===== src/rtl/slave_in_port_burst_if.sv =====
// Bus bundle between the interconnect master and slave_in_port_burst.
// master modport: drives the request/header lines (master_valid, read_en, write_en, burst,
//                 rx_addr, rx_data) and observes the slave's response lines.
// slave modport:  observes the request/header lines and drives slave_ready, data_out,
//                 addr_out, wr_valid, read_enable, burst_counter, rx_done, addr_err.
interface slave_in_port_burst_if #(
  parameter int unsigned ADDR_WIDTH  = 12,
  parameter int unsigned DATA_WIDTH  = 8,
  parameter int unsigned BURST_WIDTH = 12
);
  logic                   master_valid;
  logic                   read_en;
  logic                   write_en;
  logic [BURST_WIDTH-1:0] burst;
  logic                   rx_addr;
  logic                   rx_data;
  logic                   slave_ready;
  logic [DATA_WIDTH-1:0]  data_out;
  logic [ADDR_WIDTH-1:0]  addr_out;
  logic                   wr_valid;
  logic                   read_enable;
  logic [BURST_WIDTH-1:0] burst_counter;
  logic                   rx_done;
  logic                   addr_err;

  modport master (
    output master_valid, read_en, write_en, burst, rx_addr, rx_data,
    input  slave_ready, data_out, addr_out, wr_valid, read_enable, burst_counter, rx_done,
           addr_err
  );

  modport slave (
    input  master_valid, read_en, write_en, burst, rx_addr, rx_data,
    output slave_ready, data_out, addr_out, wr_valid, read_enable, burst_counter, rx_done,
           addr_err
  );
endinterface


===== src/rtl/slave_in_port_burst.sv =====
// Serial slave input port with write/read bursts.
// After a valid/ready handshake it shifts in a serial address (and, for writes, the first data
// beat), then either shifts further write beats or issues one read strobe per cycle, with an
// auto-incrementing (wrapping) address and a range check against MEM_DEPTH.
// Ports:
//   clk   - rising-edge clock
//   reset - synchronous active-high reset
//   bus   - slave modport of slave_in_port_burst_if (handshake, serial inputs, beat outputs)
module slave_in_port_burst #(
  parameter int unsigned ADDR_WIDTH  = 12,
  parameter int unsigned DATA_WIDTH  = 8,
  parameter int unsigned BURST_WIDTH = 12,
  parameter int unsigned MEM_DEPTH   = 4096
) (
  input logic                  clk,
  input logic                  reset,
  slave_in_port_burst_if.slave bus
);
  // Counter wide enough for both header (ADDR_WIDTH) and data (DATA_WIDTH <= ADDR_WIDTH) bits.
  localparam int unsigned CntWidth = $clog2(ADDR_WIDTH + 1);
  localparam logic [BURST_WIDTH-1:0] BurstOne = BURST_WIDTH'(1);

  // StLast shows the final strobe, StDone shows rx_done, then back to idle.
  typedef enum logic [2:0] {StIdle, StHdr, StWdata, StRburst, StLast, StDone} state_e;

  state_e                 state_q, state_d;
  logic                   is_wr_q, is_wr_d;
  logic [CntWidth-1:0]    bit_cnt_q, bit_cnt_d;
  logic [ADDR_WIDTH-1:0]  addr_sh_q, addr_sh_d;
  logic [DATA_WIDTH-1:0]  data_sh_q, data_sh_d;
  logic [ADDR_WIDTH-1:0]  next_addr_q, next_addr_d;
  logic [BURST_WIDTH-1:0] rem_q, rem_d;
  logic [DATA_WIDTH-1:0]  data_out_q, data_out_d;
  logic [ADDR_WIDTH-1:0]  addr_out_q, addr_out_d;
  logic [BURST_WIDTH-1:0] burst_counter_q, burst_counter_d;
  logic                   wr_valid_q, wr_valid_d;
  logic                   read_enable_q, read_enable_d;
  logic                   rx_done_q, rx_done_d;
  logic                   addr_err_q, addr_err_d;

  logic                   beat;
  logic [ADDR_WIDTH-1:0]  beat_addr;
  logic [BURST_WIDTH-1:0] beat_rem;
  logic [BURST_WIDTH-1:0] burst_eff;
  logic                   in_range;

  always_comb begin
    state_d         = state_q;
    is_wr_d         = is_wr_q;
    bit_cnt_d       = bit_cnt_q;
    addr_sh_d       = addr_sh_q;
    data_sh_d       = data_sh_q;
    next_addr_d     = next_addr_q;
    rem_d           = rem_q;
    data_out_d      = data_out_q;
    addr_out_d      = addr_out_q;
    burst_counter_d = burst_counter_q;
    wr_valid_d      = 1'b0;
    read_enable_d   = 1'b0;
    rx_done_d       = 1'b0;
    addr_err_d      = addr_err_q;
    beat            = 1'b0;
    beat_addr       = next_addr_q;
    beat_rem        = rem_q;
    in_range        = 1'b0;
    burst_eff       = (bus.burst == '0) ? BurstOne : bus.burst;

    unique case (state_q)
      StIdle: begin
        if (bus.master_valid && (bus.write_en ^ bus.read_en)) begin
          is_wr_d    = bus.write_en;
          addr_err_d = 1'b0;
          bit_cnt_d  = '0;
          addr_sh_d  = '0;
          data_sh_d  = '0;
          state_d    = StHdr;
        end
      end
      StHdr: begin
        // LSB-first: each new bit enters at the top and the word shifts down.
        addr_sh_d = (addr_sh_q >> 1) | (ADDR_WIDTH'(bus.rx_addr) << (ADDR_WIDTH - 1));
        if (is_wr_q && (32'(bit_cnt_q) < DATA_WIDTH)) begin
          data_sh_d = (data_sh_q >> 1) | (DATA_WIDTH'(bus.rx_data) << (DATA_WIDTH - 1));
        end
        if (bit_cnt_q == '0) begin
          rem_d = burst_eff;
        end
        bit_cnt_d = bit_cnt_q + CntWidth'(1);
        if (32'(bit_cnt_q) == ADDR_WIDTH - 1) begin
          bit_cnt_d = '0;
          if (is_wr_q) begin
            beat      = 1'b1;
            beat_addr = addr_sh_d;
            beat_rem  = rem_d;
          end else begin
            next_addr_d = addr_sh_d;
            state_d     = StRburst;
          end
        end
      end
      StWdata: begin
        data_sh_d = (data_sh_q >> 1) | (DATA_WIDTH'(bus.rx_data) << (DATA_WIDTH - 1));
        bit_cnt_d = bit_cnt_q + CntWidth'(1);
        if (32'(bit_cnt_q) == DATA_WIDTH - 1) begin
          bit_cnt_d = '0;
          beat      = 1'b1;
        end
      end
      StRburst: beat = 1'b1;
      StLast: begin
        rx_done_d = 1'b1;
        state_d   = StDone;
      end
      StDone:  state_d = StIdle;
      default: state_d = StIdle;
    endcase

    // Common beat bookkeeping; out-of-range beats keep their timing but lose the strobe.
    if (beat) begin
      in_range        = (64'(beat_addr) < 64'(MEM_DEPTH));
      addr_out_d      = beat_addr;
      burst_counter_d = beat_rem - BurstOne;
      next_addr_d     = beat_addr + ADDR_WIDTH'(1);
      rem_d           = beat_rem - BurstOne;
      if (is_wr_q) begin
        data_out_d = data_sh_d;
        wr_valid_d = in_range;
      end else begin
        read_enable_d = in_range;
      end
      if (!in_range) begin
        addr_err_d = 1'b1;
      end
      if (beat_rem == BurstOne) begin
        state_d = StLast;
      end else begin
        state_d = is_wr_q ? StWdata : StRburst;
      end
    end
  end

  always_ff @(posedge clk) begin
    if (reset) begin
      state_q         <= StIdle;
      is_wr_q         <= 1'b0;
      bit_cnt_q       <= '0;
      addr_sh_q       <= '0;
      data_sh_q       <= '0;
      next_addr_q     <= '0;
      rem_q           <= '0;
      data_out_q      <= '0;
      addr_out_q      <= '0;
      burst_counter_q <= '0;
      wr_valid_q      <= 1'b0;
      read_enable_q   <= 1'b0;
      rx_done_q       <= 1'b0;
      addr_err_q      <= 1'b0;
    end else begin
      state_q         <= state_d;
      is_wr_q         <= is_wr_d;
      bit_cnt_q       <= bit_cnt_d;
      addr_sh_q       <= addr_sh_d;
      data_sh_q       <= data_sh_d;
      next_addr_q     <= next_addr_d;
      rem_q           <= rem_d;
      data_out_q      <= data_out_d;
      addr_out_q      <= addr_out_d;
      burst_counter_q <= burst_counter_d;
      wr_valid_q      <= wr_valid_d;
      read_enable_q   <= read_enable_d;
      rx_done_q       <= rx_done_d;
      addr_err_q      <= addr_err_d;
    end
  end

  assign bus.slave_ready   = (state_q == StIdle);
  assign bus.data_out      = data_out_q;
  assign bus.addr_out      = addr_out_q;
  assign bus.burst_counter = burst_counter_q;
  assign bus.wr_valid      = wr_valid_q;
  assign bus.read_enable   = read_enable_q;
  assign bus.rx_done       = rx_done_q;
  assign bus.addr_err      = addr_err_q;
endmodule


===== src/flat_wrapper.sv =====
// flat-port wrapper written by rule: the top's interface ports become plain ports
module slave_in_port_burst_flat 
#(
  parameter int unsigned ADDR_WIDTH  = 12,
  parameter int unsigned DATA_WIDTH  = 8,
  parameter int unsigned BURST_WIDTH = 12,
  parameter int unsigned MEM_DEPTH   = 4096
)
  (clk, reset, bus_master_valid, bus_read_en, bus_write_en, bus_burst, bus_rx_addr, bus_rx_data, bus_slave_ready, bus_data_out, bus_addr_out, bus_wr_valid, bus_read_enable, bus_burst_counter, bus_rx_done, bus_addr_err);
  slave_in_port_burst_if #(.ADDR_WIDTH(ADDR_WIDTH), .DATA_WIDTH(DATA_WIDTH), .BURST_WIDTH(BURST_WIDTH)) bus_i ();
  input logic clk;
  input logic reset;
  input wire logic [$bits(bus_i.master_valid)-1:0] bus_master_valid;
  input wire logic [$bits(bus_i.read_en)-1:0] bus_read_en;
  input wire logic [$bits(bus_i.write_en)-1:0] bus_write_en;
  input wire logic [$bits(bus_i.burst)-1:0] bus_burst;
  input wire logic [$bits(bus_i.rx_addr)-1:0] bus_rx_addr;
  input wire logic [$bits(bus_i.rx_data)-1:0] bus_rx_data;
  output wire logic [$bits(bus_i.slave_ready)-1:0] bus_slave_ready;
  output wire logic [$bits(bus_i.data_out)-1:0] bus_data_out;
  output wire logic [$bits(bus_i.addr_out)-1:0] bus_addr_out;
  output wire logic [$bits(bus_i.wr_valid)-1:0] bus_wr_valid;
  output wire logic [$bits(bus_i.read_enable)-1:0] bus_read_enable;
  output wire logic [$bits(bus_i.burst_counter)-1:0] bus_burst_counter;
  output wire logic [$bits(bus_i.rx_done)-1:0] bus_rx_done;
  output wire logic [$bits(bus_i.addr_err)-1:0] bus_addr_err;
  assign bus_i.master_valid = bus_master_valid;
  assign bus_i.read_en = bus_read_en;
  assign bus_i.write_en = bus_write_en;
  assign bus_i.burst = bus_burst;
  assign bus_i.rx_addr = bus_rx_addr;
  assign bus_i.rx_data = bus_rx_data;
  assign bus_slave_ready = bus_i.slave_ready;
  assign bus_data_out = bus_i.data_out;
  assign bus_addr_out = bus_i.addr_out;
  assign bus_wr_valid = bus_i.wr_valid;
  assign bus_read_enable = bus_i.read_enable;
  assign bus_burst_counter = bus_i.burst_counter;
  assign bus_rx_done = bus_i.rx_done;
  assign bus_addr_err = bus_i.addr_err;
  slave_in_port_burst #(.ADDR_WIDTH(ADDR_WIDTH), .DATA_WIDTH(DATA_WIDTH), .BURST_WIDTH(BURST_WIDTH), .MEM_DEPTH(MEM_DEPTH)) u_core (.clk(clk), .reset(reset), .bus(bus_i));
endmodule

===== config.mk =====
export PLATFORM = sky130hd
export DESIGN_NAME = slave_in_port_burst_flat
export DESIGN_NICKNAME = d
export VERILOG_FILES = /design/src/rtl/slave_in_port_burst_if.sv /design/src/rtl/slave_in_port_burst.sv /design/src/flat_wrapper.sv
export SDC_FILE = /design/constraint.sdc
export NUM_CORES = 1
export LEC_CHECK = 0
export ABC_AREA = 1
export BUFFER_PORTS_ARGS = -buffer_cell sky130_fd_sc_hd__buf_2
export CAP_MARGIN = 20
export CORE_ASPECT_RATIO = 0.6
export CORE_MARGIN = 3
export CORE_UTILIZATION = 55
export CTS_CLUSTER_DIAMETER = 100
export CTS_CLUSTER_SIZE = 10
export DETAILED_ROUTE_END_ITERATION = 6
export PLACE_DENSITY_LB_ADDON = 0.3
export SLEW_MARGIN = 5
export SYNTH_ARGS = -nofsm -noshare
export SYNTH_HDL_FRONTEND = slang
export SYNTH_SLANG_ARGS = --single-unit

===== constraint.sdc =====
create_clock -name clk -period 4.65 [get_ports clk]
set_input_delay 0.2325 -clock clk [delete_from_list [all_inputs] [get_ports clk]]
set_output_delay 0.2325 -clock clk [all_outputs]
set_load 0.01 [all_outputs]

### Word-level counts from Yosys, hierarchy flattened

Cells that the tools add are included.

* add/subtract/negate cells: 3
* magnitude comparators: 1
* equal/unequal tests: 13
* multiplexer cells: 36
* bitwise logic cells: 4
* reduce and logical (&&, ||, !) cells: 17

Operators with widths (number)
* two-way mux 12 bit: 15
* one-hot mux 12 bit (2 select lines): 1
* one-hot mux 8 bit (3 select lines): 1
* two-way mux 8 bit: 2
* two-way mux 3 bit: 5
* adder 12 x 1 -> 12 bit, second input constant: 1
* equality test 12 x 1 -> 1 bit, second input constant: 1
* zero test 12 bit: 1
* two-way mux 4 bit: 3
* bitwise OR 11 x 12 -> 12 bit: 1
* one-hot mux 3 bit (4 select lines): 1
* one-hot mux 4 bit (3 select lines): 1
* subtractor 12 x 1 -> 12 bit, second input constant: 1
* bitwise OR 7 x 8 -> 8 bit: 1
* AND reduction 2 bit: 4
* equality test 3 x 2 -> 1 bit, second input constant: 2
* two-way mux 1 bit: 6
* != test 3 x 1 -> 1 bit, second input constant: 2
* nonzero test 2 bit: 3
* adder 4 x 1 -> 4 bit, second input constant: 1
* equality test 4 x 3 -> 1 bit, second input constant: 1
* equality test 4 bit, second input constant: 1
* zero test 4 bit: 1
* < comparator 4 bit, second input constant: 1
* other kinds (14): 17

* flip-flop bits (word level): 87
* bits of input ports: 19
* output and inout bits: 37
* logic and storage cells: 87

### Longest topological paths before layout

Gate-level depths: netlist of run 1.

* depth in word-level cells: 9
* depth in mapped cells: 16
* mapped depth without buffers: 15

### Least setup slack after synthesis of run 1

Ideal clock, no wire load.

* kind: register to register
* start point: register u_core.bit_cnt_q[0]
* end point: register u_core.next_addr_q[4]
* library setup time: 0.117 ns
* data arrival time: 1.851 ns
* required time: 4.533 ns
* setup slack: 2.681 ns
* cell stages (with the launch flop): 11
* path buffers: 0
* clock period less this slack: 1.969 ns
* cell sequence: dfxtp_1 > ha_1 > nand3_2 > nor2_4 > nand2_4 > o21ai_1 > ha_1 > nand3_1 > nor2_1 > nand2_1 > a32o_1

* longest elaborated chain between the ends: 5
* elaborated cells on any way between the ends: 13
* those cells by class: 1 x add/sub; 3 x eq/ne; 6 x mux; 3 x reduce/logical

RTL lines
* start: declaration: RTL line slave_in_port_burst.sv:28 `logic [CntWidth-1:0] bit_cnt_q, bit_cnt_d;`
* start signal: assignment: RTL line slave_in_port_burst.sv:161 `bit_cnt_q <= bit_cnt_d;`
* equality test 4 bit: RTL line slave_in_port_burst.sv:89 `if (32'(bit_cnt_q) == ADDR_WIDTH - 1) begin`
* two-way mux 12 bit: RTL line slave_in_port_burst.sv:89
* two-way mux 12 bit: RTL line slave_in_port_burst.sv:68 `unique case (state_q)`
* via u_core.beat_addr[0]: RTL line slave_in_port_burst.sv:42 `logic [ADDR_WIDTH-1:0] beat_addr;`
* adder 12 x 1 -> 12 bit: RTL line slave_in_port_burst.sv:123 `next_addr_d = beat_addr + ADDR_WIDTH'(1);`
* two-way mux 12 bit: RTL line slave_in_port_burst.sv:119 `if (beat) begin`
* end signal: assignment: RTL line slave_in_port_burst.sv:164 `next_addr_q <= next_addr_d;`
* end: declaration: RTL line slave_in_port_burst.sv:31 `logic [ADDR_WIDTH-1:0] next_addr_q, next_addr_d;`

The timed path passes the listed nets, and every way through them passes these cells.
A chain may end at the register's enable or synchronous reset.

### Worst setup path in the final report of run 1

* start point: register u_core.state_q[2]
* end point: register u_core.next_addr_q[5]

* longest elaborated chain between the ends: 4
* elaborated cells on any way between the ends: 11
* those cells by class: 1 x add/sub; 4 x eq/ne; 3 x mux; 3 x reduce/logical

RTL lines
* start: declaration: RTL line slave_in_port_burst.sv:26 `state_e state_q, state_d;`
* start signal: assignment: RTL line slave_in_port_burst.sv:144 `state_q <= StIdle;`
* start signal: assignment: RTL line slave_in_port_burst.sv:159 `state_q <= state_d;`
* equality test 3 x 1 -> 1 bit / equality test 3 x 2 -> 1 bit (equally long branches): RTL line slave_in_port_burst.sv:68
* two-way mux 12 bit / one-hot mux 1 bit (3 select lines) (equally long branches): RTL line slave_in_port_burst.sv:68
* adder 12 x 1 -> 12 bit (tied with other cells): RTL line slave_in_port_burst.sv:123
* two-way mux 12 bit / AND reduction 3 bit (equally long branches)

Parallel ways exist; a longest one is shown, timed or not.

==> results of run 1 <==
[area by class of cell]
| cell class | instances | area [um^2] | area share |
|---|---|---|---|
| clock buffer | 11 | 243 | 0.0496 |
| clock inverter | 4 | 47.5 | 0.00971 |
| sequential | 86 | 1720 | 0.352 |
| multi-input combinational | 425 | 2260 | 0.461 |
| inverter | 57 | 219 | 0.0447 |
| tap | 104 | 130 | 0.0266 |
| timing repair buffer | 55 | 278 | 0.0567 |
[sequential cells by signal (all words and copies together) (netlist names)]
name	cells
u_core.is_wr_q	1
u_core.data_sh_q	8
u_core.state_q	3
u_core.bus.data_out	8
u_core.bus.wr_valid	1
u_core.bus.burst_counter	12
u_core.addr_sh_q	11
u_core.bus.addr_out	12
u_core.bus.read_enable	1
u_core.next_addr_q	12
u_core.bit_cnt_q	4
u_core.rem_q	12
u_core.bus.rx_done	1
[synthesized netlist by cell type, types with 7 or more instances]
library cell,number,share of area
a32oi_1,8,0.016
inv_2,7,0.0060
nand2_4,10,0.026
clkbuf_1,13,0.011
a31oi_1,8,0.011
o21ai_0,28,0.032
dfxtp_1,86,0.39
nor3_1,8,0.0092
nor2_4,7,0.018
a21oi_1,51,0.059
a211oi_1,11,0.019
nor2_1,70,0.060
o21ai_1,15,0.017
inv_1,48,0.041
buf_2,8,0.0092
nand4_1,7,0.010
nand2_1,123,0.11
nand3_1,29,0.033
[power by group]
| part | internal (mW) | switching [mW] |
|---|---|---|
| clock | 0.426 | 0.280 |
| sequential | 0.836 | 0.0781 |
| combinational | 0.272 | 0.602 |
| total | 1.53 | 0.960 |
[metal layers]
layer,global-route usage,vias up,share of wire
met1,0.366,2045,0.48
li1,-,2068,-
met5,0,-,0
met3,0.0683,19,0.085
met2,0.391,167,0.42
met4,0.0779,0,0.014
[logic make-up after synthesis]
kind of cell	count (synthesis)	synth area share
buffers and inverters	86	0.0878
and+or+nand+nor	272	0.293
other	1	0.000860
adders and majority gates	5	0.0143
DFF	86	0.395
AOI/OAI and AO/OA	141	0.197
xor gates and xnor gates	6	0.0121
[worst paths after layout]
path                                                               start                                        to  slack, ps  cells after the start
worst max register to register            u_core.state_q[2]$_SDFFE_PP0P_        u_core.next_addr_q[5]$_SDFFE_PP0P_       1940                     10
worst min-delay path                                         bus_rx_addr         u_core.addr_sh_q[11]$_SDFFE_PP0P_        200                      3
worst min register to register  u_core.bus.burst_counter[2]$_SDFFE_PP0P_  u_core.bus.burst_counter[2]$_SDFFE_PP0P_        460                      2
worst max-delay path                      u_core.state_q[2]$_SDFFE_PP0P_        u_core.next_addr_q[5]$_SDFFE_PP0P_       1940                     10
[critical path: cells and delay by family (launching register included)]
family                 cells  cell delay, ps
and+or+nand+nor            5            1180
buffers and inverters      4             930
DFF                        1             380
AOI/OAI and AO/OA          1              90
[layout by cell type, fill, tap and decap left out, types with 11 or more instances in the layout]
cell type,count
a21oi_1,51
buf_2,54
a211oi_1,11
inv_1,48
nor2_1,70
o21ai_0,28
nand3_1,29
nand2_1,123
dfxtp_1,86
o21ai_1,15
==> qor.yml, run 1 <==
outcome:
  status: "finished, final reports clean"
placed_design:
  gp_congestion: 0.901
  dp_slack_ps: 2000
  place_hpwl_mm: 7.80
  dp_cells: 727
  portBuffers: 54
  dpl_cell_area_um2: 4600
flow_run:
  drv_cap: 0
logic_synthesis:
  async_flop_share: 0
  avgSynthCellArea_um2: 7.30
  synth_edf_count: 0
  syn-cell-area_um2: 4360
  ys_seq_area_frac: 0.395
  synth.distinct_cells: 45
  yosys_warnings: 0
  ys_seq_elements: 86
  synth_fp_nets: 621
  syn_inst: 597
  synth_ff_type: "dfxtp_1"
clock_tree:
  cts_made_buffers: 9
  clk_latency_ps: 340
  clkTransAtPathRegs_ps: 60
  htreeDepth: 3
  cts_resized: 0
  cts_tree: "built"
  cts_hold_buffers: 0
  cts_root_buffer: "clkbuf_16"
  postCtsSetupRepairBufs: 0
  clockBufferDepth: 2
  cts_sinks: 86
critical_path:
  critPathMaxStageDelay_ps: 510
  cp-end-kind: "flop"
  path_cells: "nand3b_4 > inv_4 > nand2_4 > nand2_4 > inv_4 > nand2_1 > inv_2 > a21oi_1 > nand2_1 > inv_1"
  critPathMaxFanout: 52
  arrival_ps: 2950
  critPathSlowestCell: "inv_4"
  required_ps: 4890
  crit_type: "flop to flop"
  start_kind: "flop"
power_and_ir_drop:
  p_leak_nw: 2.05
  ir_drop_mv: 0.306
  finalPower_mw: 2.49
  p_per_area_nw_per_um2: 509
detailed_routing:
  drt_pre_antenna_iters: 5
  vias: 4299
  drc_errors: 0
  detail-route-antenna-nets: 0
  drtIter0Drc: 426
  drt_wl_total_mm: 11.2
  wl_per_cell_um: 15.2
  viasPerCell: 5.79
sta:
  tns_ps: 0
  rsz0062_at_grt: "false"
  fin_crit_ps: 2710
  min_period_over_period: 0.583
  setup_violations: 0
  slew_headroom: 0.505
  finalHoldViolCount: 0
  worst_slew_pin_slew_ps: 743
  worst_slack_ps: 1940
  whs_ps: 197
  drv_slew: 0
  clock-skew-final_ps: 5.11
  fmax_mhz: 369
floorplan:
  die_height_um: 75.0
  initial_core_util: 0.583
  ios: 56
  coreArea_um2: 7480
  die_x_um: 121
  num_rows: 24
  die_area_um2: 9070
cells_and_area:
  finish.utilization: 0.655
  insertedDiodeCount: 0
  drive_gt1_frac: 0.177
  num-nets-final: 658
  fillers: 672
  final_cells: 742
  final_cell_area_um2: 4890
  syn_to_final_growth_pct: 12.3
global_route:
  globalRoute.totalOverflow: 0
  grt_pass1_vias: 3815
  grt_pass1_wl_mm: 18.6
  antenna_found_initial: 0
  track_usage: 0.258
  grt_max_degree: 71
hold_path:
  hp-class: "primary input to flop"
No activity file was read; power rests on OpenSTA's default activity.
==> run 2, diff against run 1 <==
- clock period: 4.65 -> 2.65 ns (I/O delays scaled with it)
==> run 2 against run 1 <==
  * Global-route usage increased by 0.60 points
  * Utilization increased by 1.1 points
  * Critical endpoint is now u_core.next_addr_q[10]$_SDFFE_PP0P_
  * Highest routed layer unchanged
  * Die area stayed put
==> qor.yml, run 2 (same netlist as run 1, synthesis figures left out) <==
power_and_ir_drop:
  p_per_area_nw_per_um2: 902  # +77%
  p_leak_nw: 2.08  # +1.8%
  finalPower_mw: 4.49  # +80%
  ir_drop_mv: 0.435  # +42%
sta:
  setup_violations: 0  # unchanged
  tns_ps: 0  # unchanged
  rsz0062_at_grt: "false"
  slew_headroom: 0.548  # +0.0436
  worst_slack_ps: 262  # -1680 ps
  whs_ps: 87.6  # -109 ps
  worst_slew_pin_slew_ps: 677  # -65.5 ps
  min_period_over_period: 0.901  # +0.318
  fin_crit_ps: 2390  # -321 ps
  drv_slew: 0  # unchanged
  fmax_mhz: 419  # +13%
  clock-skew-final_ps: 5.46  # +0.351 ps
  finalHoldViolCount: 0  # unchanged
placed_design:
  gp_congestion: 0.912  # +1.2%
  dp_cells: 733  # +0.83%
  dpl_cell_area_um2: 4660  # +1.2%
  place_hpwl_mm: 8.10  # +3.9%
  portBuffers: 54  # unchanged
  dp_slack_ps: 194  # -1800 ps
cells_and_area:
  fillers: 623  # -7.3%
  syn_to_final_growth_pct: 14.2
  drive_gt1_frac: 0.191  # +0.0136
  finish.utilization: 0.666  # +0.0112
  insertedDiodeCount: 0  # unchanged
  seqCellArea_um2: 1720  # unchanged
  final_cells: 749  # +0.94%
  mostFrequentLayoutCell: "nand2_1"
  multi_input_area_um2: 2260  # +0.28%
  layout_common_cells: "123 x nand2_1, 86 x dfxtp_1, 70 x nor2_1"
  num-nets-final: 664  # +0.91%
  final_cell_area_um2: 4980  # +1.7%
detailed_routing:
  drc_errors: 0  # unchanged
  drt_pre_antenna_iters: 6  # +1
  vias: 4282  # -0.40%
  detail-route-antenna-nets: 0  # unchanged
  drtIter0Drc: 595  # +40%
  wl_per_cell_um: 15.4  # +1.4%
  viasPerCell: 5.72  # -1.3%
  drt_wl_total_mm: 11.5  # +2.4%
critical_path:
  cp-end-kind: "flop"
  cpMostUsedCell: "nand3_1"
  required_ps: 2930  # -1960 ps
  start_kind: "flop"
  path_cells: "ha_1 > nand3_2 > nor2_4 > nand2_4 > o21ai_2 > ha_2 > nand3_1 > nor2_1 > nand4_1 > nand2_1 > nand3_1 > a21oi_1"
  r2r-start: "u_core.bit_cnt_q[0]$_SDFFE_PP0P_"
  r2r_end: "u_core.next_addr_q[10]$_SDFFE_PP0P_"
  critPathMaxFanout: 14  # -73%
  crit_family: "simple AND/OR/NAND/NOR gates"
  path_buf_inv: 0  # -4
  ff2ff_setup_slack_ps: 260  # -1680 ps
  crit_type: "flop to flop"
  arrival_ps: 2670  # -280 ps
  reg2reg_depth: 12  # +2
  critPathSlowestCell: "dfxtp_1"
  critPathMaxStageDelay_ps: 400  # -110 ps
hold_path:
  hp-class: "primary input to flop"
  hold_end: "u_core.is_wr_q$_SDFFE_PP0P_"
  hold_start: "bus_write_en"
  hold_depth: 3  # unchanged
clock_tree:
  htreeDepth: 3  # unchanged
  clkTransAtPathRegs_ps: 60  # about the same
  postCtsSetupRepairBufs: 0  # unchanged
  clockBufferDepth: 2  # unchanged
  cts_sinks: 86  # unchanged
  cts_tree: "built"
  cts_made_buffers: 9  # unchanged
  cts_root_buffer: "clkbuf_16"
  clk_latency_ps: 350  # about the same
outcome:
  status: "finished, final reports clean"
floorplan:
  coreArea_um2: 7480  # unchanged
  die_height_um: 75.0  # unchanged
  initial_core_util: 0.583  # unchanged
  die_area_um2: 9070  # unchanged
  die_x_um: 121  # unchanged
  ios: 56  # unchanged
  num_rows: 24  # unchanged
global_route:
  globalRoute.totalOverflow: 0  # unchanged
  grt_pass1_vias: 3886  # +1.9%
  antenna_found_initial: 0  # unchanged
  track_usage: 0.264  # +0.00599
  grt_pass1_wl_mm: 19.1  # +2.6%
  grt_max_degree: 37  # -48%
flow_run:
  drv_cap: 0  # unchanged
==> run 2: cell count changes in the layout (fill, tap and decap cells not counted), sizes merged <==
cell,before,now
clkinv,2,3
clkbuf,11,10
clkinvlp,1,2
buf,55,61
==> run 2: power breakdown <==
part           switching (mW)  internal, mW
Sequential              0.143          1.47
Clock                   0.546         0.761
Combinational            1.07         0.506
==> run 2: area by class of cell <==
cell class | instances | area share
timing repair buffer | 61 | 0.0674
clock inverter | 6 | 0.0143
multi-input combinational | 425 | 0.454
tap | 104 | 0.0261
inverter | 57 | 0.0440
clock buffer | 10 | 0.0480
sequential | 86 | 0.346
==> run 2: what timing repair did <==
action,in CTS,in global routing
hold endpoints to repair,0,0
endpoints found under the setup margin,0,2
gates resized for setup,0,2
hold buffers,0,0
==> run 2: per-layer routing <==
metal	global-route usage	wire [um]	vias to the layer above
met5	0	0	-
met4	0.0791	120	0
met3	0.0668	1000	12
met2	0.387	4880	214
met1	0.386	5510	1969
li1	-	-	2087
==> run 2: worst max path at each step <==
stage | startpoint | endpoint | slack (ps) | cells after the start
CTS | u_core.bit_cnt_q[0]$_SDFFE_PP0P_ | u_core.next_addr_q[10]$_SDFFE_PP0P_ | 130 | 12
detailed placement | u_core.bit_cnt_q[0]$_SDFFE_PP0P_ | u_core.next_addr_q[10]$_SDFFE_PP0P_ | 190 | 12
floorplan | u_core.bit_cnt_q[0]$_SDFFE_PP0P_ | u_core.next_addr_q[4]$_SDFFE_PP0P_ | 680 | 10
global route | u_core.bit_cnt_q[0]$_SDFFE_PP0P_ | u_core.next_addr_q[10]$_SDFFE_PP0P_ | 10 | 12
finish | u_core.bit_cnt_q[0]$_SDFFE_PP0P_ | u_core.next_addr_q[10]$_SDFFE_PP0P_ | 260 | 12
global placement | u_core.bit_cnt_q[0]$_SDFFE_PP0P_ | u_core.next_addr_q[10]$_SDFFE_PP0P_ | 410 | 12
==> run 2: worst register-to-register path, stage by stage, from the launching register on <==
cell and delay, ps:
dfxtp_1 400, ha_1 260, nand3_2 140, nor2_4 140
nand2_4 160, o21ai_2 250, ha_2 270, nand3_1 140
nor2_1 200, nand4_1 120, nand2_1 70, nand3_1 70
a21oi_1 110
==> run 3, diff against run 2 <==
- CTS_BUF_LIST: default -> sky130_fd_sc_hd__clkbuf_4 sky130_fd_sc_hd__clkbuf_8
- SETUP_SLACK_MARGIN: default -> 0.02
==> run 3 against run 2 <==
  * Clock skew up 1.4 ps
  * Count of clock-buffer cells in the layout unchanged
  * Total power down 7.7%
  * Flip-flop and latch count unchanged
  * Global-route usage fell by 0.28 points
  * First-iteration DRC count fell by 21%
  * Combinational power barely moved
  * Final area fell by 2.0%
  * Largest power group unchanged
  * Highest routed layer unchanged
  * Register-to-register slack barely moved
  * Sequential power about the same
  * Critical path type unchanged
  * Sequential share of layout area increased by 0.70 points
==> qor.yml, run 3 (same netlist as run 1, synthesis figures left out) <==
floorplan:
  die_height_um: 75.0  # unchanged
  num_rows: 24  # unchanged
  ios: 56  # unchanged
  coreArea_um2: 7480  # unchanged
  die_area_um2: 9070  # unchanged
  die_x_um: 121  # unchanged
  initial_core_util: 0.583  # unchanged
detailed_routing:
  drc_errors: 0  # unchanged
  drtIter0Drc: 468  # -21%
  vias: 4299  # +0.40%
  drt_wl_total_mm: 11.5  # +0.13%
  drt_pre_antenna_iters: 5  # -1
  viasPerCell: 5.74  # +0.40%
  wl_per_cell_um: 15.4  # +0.13%
  detail-route-antenna-nets: 0  # unchanged
sta:
  tns_ps: 0  # unchanged
  min_period_over_period: 0.899  # -0.00188
  whs_ps: 58.6  # -29.0 ps
  slew_headroom: 0.535  # -0.0136
  drv_slew: 0  # unchanged
  fmax_mhz: 420  # +0.21%
  fin_crit_ps: 2380  # -4.99 ps
  worst_slew_pin_slew_ps: 698  # +20.4 ps
  setup_violations: 0  # unchanged
  finalHoldViolCount: 0  # unchanged
  rsz0062_at_grt: "false"
  worst_slack_ps: 267  # +4.99 ps
  clock-skew-final_ps: 6.89  # +1.43 ps
power_and_ir_drop:
  ir_drop_mv: 0.477  # +9.7%
  power_frac_comb: 0.380  # +0.029
  p_clk_frac: 0.233  # -0.058
  p_per_area_nw_per_um2: 850  # -5.8%
  pwr-share-seq: 0.387  # +0.029
  p_leak_nw: 2.04  # -2.2%
  intPower_mw: 2.44  # -11%
  finalPower_mw: 4.15  # -7.7%
  p_sw_frac: 0.412  # +0.0206
  p_sw_mw: 1.71  # -2.8%
global_route:
  track_usage: 0.262  # -0.00279
  globalRoute.totalOverflow: 0  # unchanged
  grt_pass1_wl_mm: 18.9  # -1.2%
  antenna_found_initial: 0  # unchanged
  grt_pass1_vias: 3842  # -1.1%
  grt_max_degree: 37  # unchanged
cells_and_area:
  multi_input_area_um2: 2260  # +0.11%
  seqCellArea_um2: 1720  # unchanged
  finish.utilization: 0.653  # -0.0132
  fillers: 655  # +5.1%
  layout_common_cells: "123 x nand2_1, 86 x dfxtp_1, 69 x nor2_1"
  mostFrequentLayoutCell: "nand2_1"
  drive_gt1_frac: 0.192  # +0.00155
  num-nets-final: 664  # unchanged
  syn_to_final_growth_pct: 11.9
  insertedDiodeCount: 0  # unchanged
clock_tree:
  clk_latency_ps: 370  # +20 ps
  cts_root_buffer: "clkbuf_8"
  cts_hold_buffers: 0  # unchanged
  clkTransAtPathRegs_ps: 80  # +20 ps
  cts_made_buffers: 9  # unchanged
  cts_sinks: 86  # unchanged
  htreeDepth: 3  # unchanged
  cts_tree: "built"
  postCtsSetupRepairBufs: 0  # unchanged
  clockBufferDepth: 2  # unchanged
critical_path:
  critPathMaxStageDelay_ps: 410  # about the same
  path_cells: "ha_1 > nand3_2 > nor2_4 > nand2_4 > o21ai_2 > ha_2 > nand3_1 > nor2_2 > nand4_1 > nand2_1 > nand3_1 > a21oi_1"
  arrival_ps: 2690  # +20 ps
  cp-end-kind: "flop"
  cpMostUsedCell: "nand3_1"
  crit_type: "flop to flop"
  r2r_end: "u_core.next_addr_q[10]$_SDFFE_PP0P_"
  reg2reg_depth: 12  # unchanged
  critPathMaxFanout: 14  # unchanged
  r2r-start: "u_core.bit_cnt_q[0]$_SDFFE_PP0P_"
  required_ps: 2960  # +30 ps
  start_kind: "flop"
  ff2ff_setup_slack_ps: 270  # about the same
  critPathSlowestCell: "dfxtp_1"
hold_path:
  hold_end: "u_core.is_wr_q$_SDFFE_PP0P_"
  hp-class: "primary input to flop"
  hold_start: "bus_write_en"
  hold_depth: 3  # unchanged
placed_design:
  gp_congestion: 0.912  # unchanged
  place_hpwl_mm: 8.10  # unchanged
  dp_slack_ps: 194  # unchanged
  portBuffers: 54  # unchanged
flow_run:
  drv_cap: 0  # unchanged
outcome:
  status: "finished, final reports clean"
run 3: worst max-delay path by stage:
stage	startpoint	endpoint	slack, ps	depth (start not counted)
floorplan	u_core.bit_cnt_q[0]$_SDFFE_PP0P_	u_core.next_addr_q[4]$_SDFFE_PP0P_	680	10
global placement	u_core.bit_cnt_q[0]$_SDFFE_PP0P_	u_core.next_addr_q[10]$_SDFFE_PP0P_	410	12
detailed placement	u_core.bit_cnt_q[0]$_SDFFE_PP0P_	u_core.next_addr_q[10]$_SDFFE_PP0P_	190	12
CTS	u_core.bit_cnt_q[0]$_SDFFE_PP0P_	u_core.next_addr_q[10]$_SDFFE_PP0P_	120	12
global route	u_core.bit_cnt_q[0]$_SDFFE_PP0P_	u_core.next_addr_q[10]$_SDFFE_PP0P_	40	12
finish	u_core.bit_cnt_q[0]$_SDFFE_PP0P_	u_core.next_addr_q[10]$_SDFFE_PP0P_	270	12
run 3: power by group through the flow:
stage               clock network [mW]  registers (mW)  logic (mW)
detailed placement                   0            1.63        1.53
global placement                     0            1.62        1.48
global route                      1.04            1.63        1.76
finish                           0.967            1.60        1.57
floorplan                            0            1.62        1.16
CTS                              0.977            1.60        1.53
run 3: repair_timing:
item	4_1_cts	5_1_grt
endpoints found under the hold margin	0	0
setup endpoints to repair	0	2
resized for setup	0	3
run 3: final cells by class:
type,instances,area share
Inverter,57,0.0449
Clock inverter,6,0.0146
Sequential cell,86,0.353
Tap cell,104,0.0267
Timing Repair Buffer,61,0.0687
Multi-Input combinational cell,425,0.464
Clock buffer,10,0.0282
run 3: layer usage:
metal / track usage / part of all wire / vias to the layer above
met5: 0 / 0 / -
met4: 0.0691 / 0.012 / 0
met3: 0.0698 / 0.092 / 15
met2: 0.379 / 0.41 / 206
met1: 0.386 / 0.48 / 1996
li1: - / - / 2082
run 3: worst max-delay path, delay by kind of cell (launching register included):
family | cells | cell delay, ps
adder cells (fa/ha/maj) | 2 | 530
flip-flops | 1 | 410
AO/OA/AOI/OAI | 2 | 350
AND/OR/NAND/NOR | 8 | 1020
run 3: per-stage QoR:
| stage | instances | instance area [um^2] |
|---|---|---|
| after floorplan | 597 | 4360 |
| after global placement | 733 | 4660 |
| after detailed placement | 733 | 4660 |
| after CTS | 749 | 4870 |
| after global routing | 749 | 4880 |
| final | 749 | 4880 |
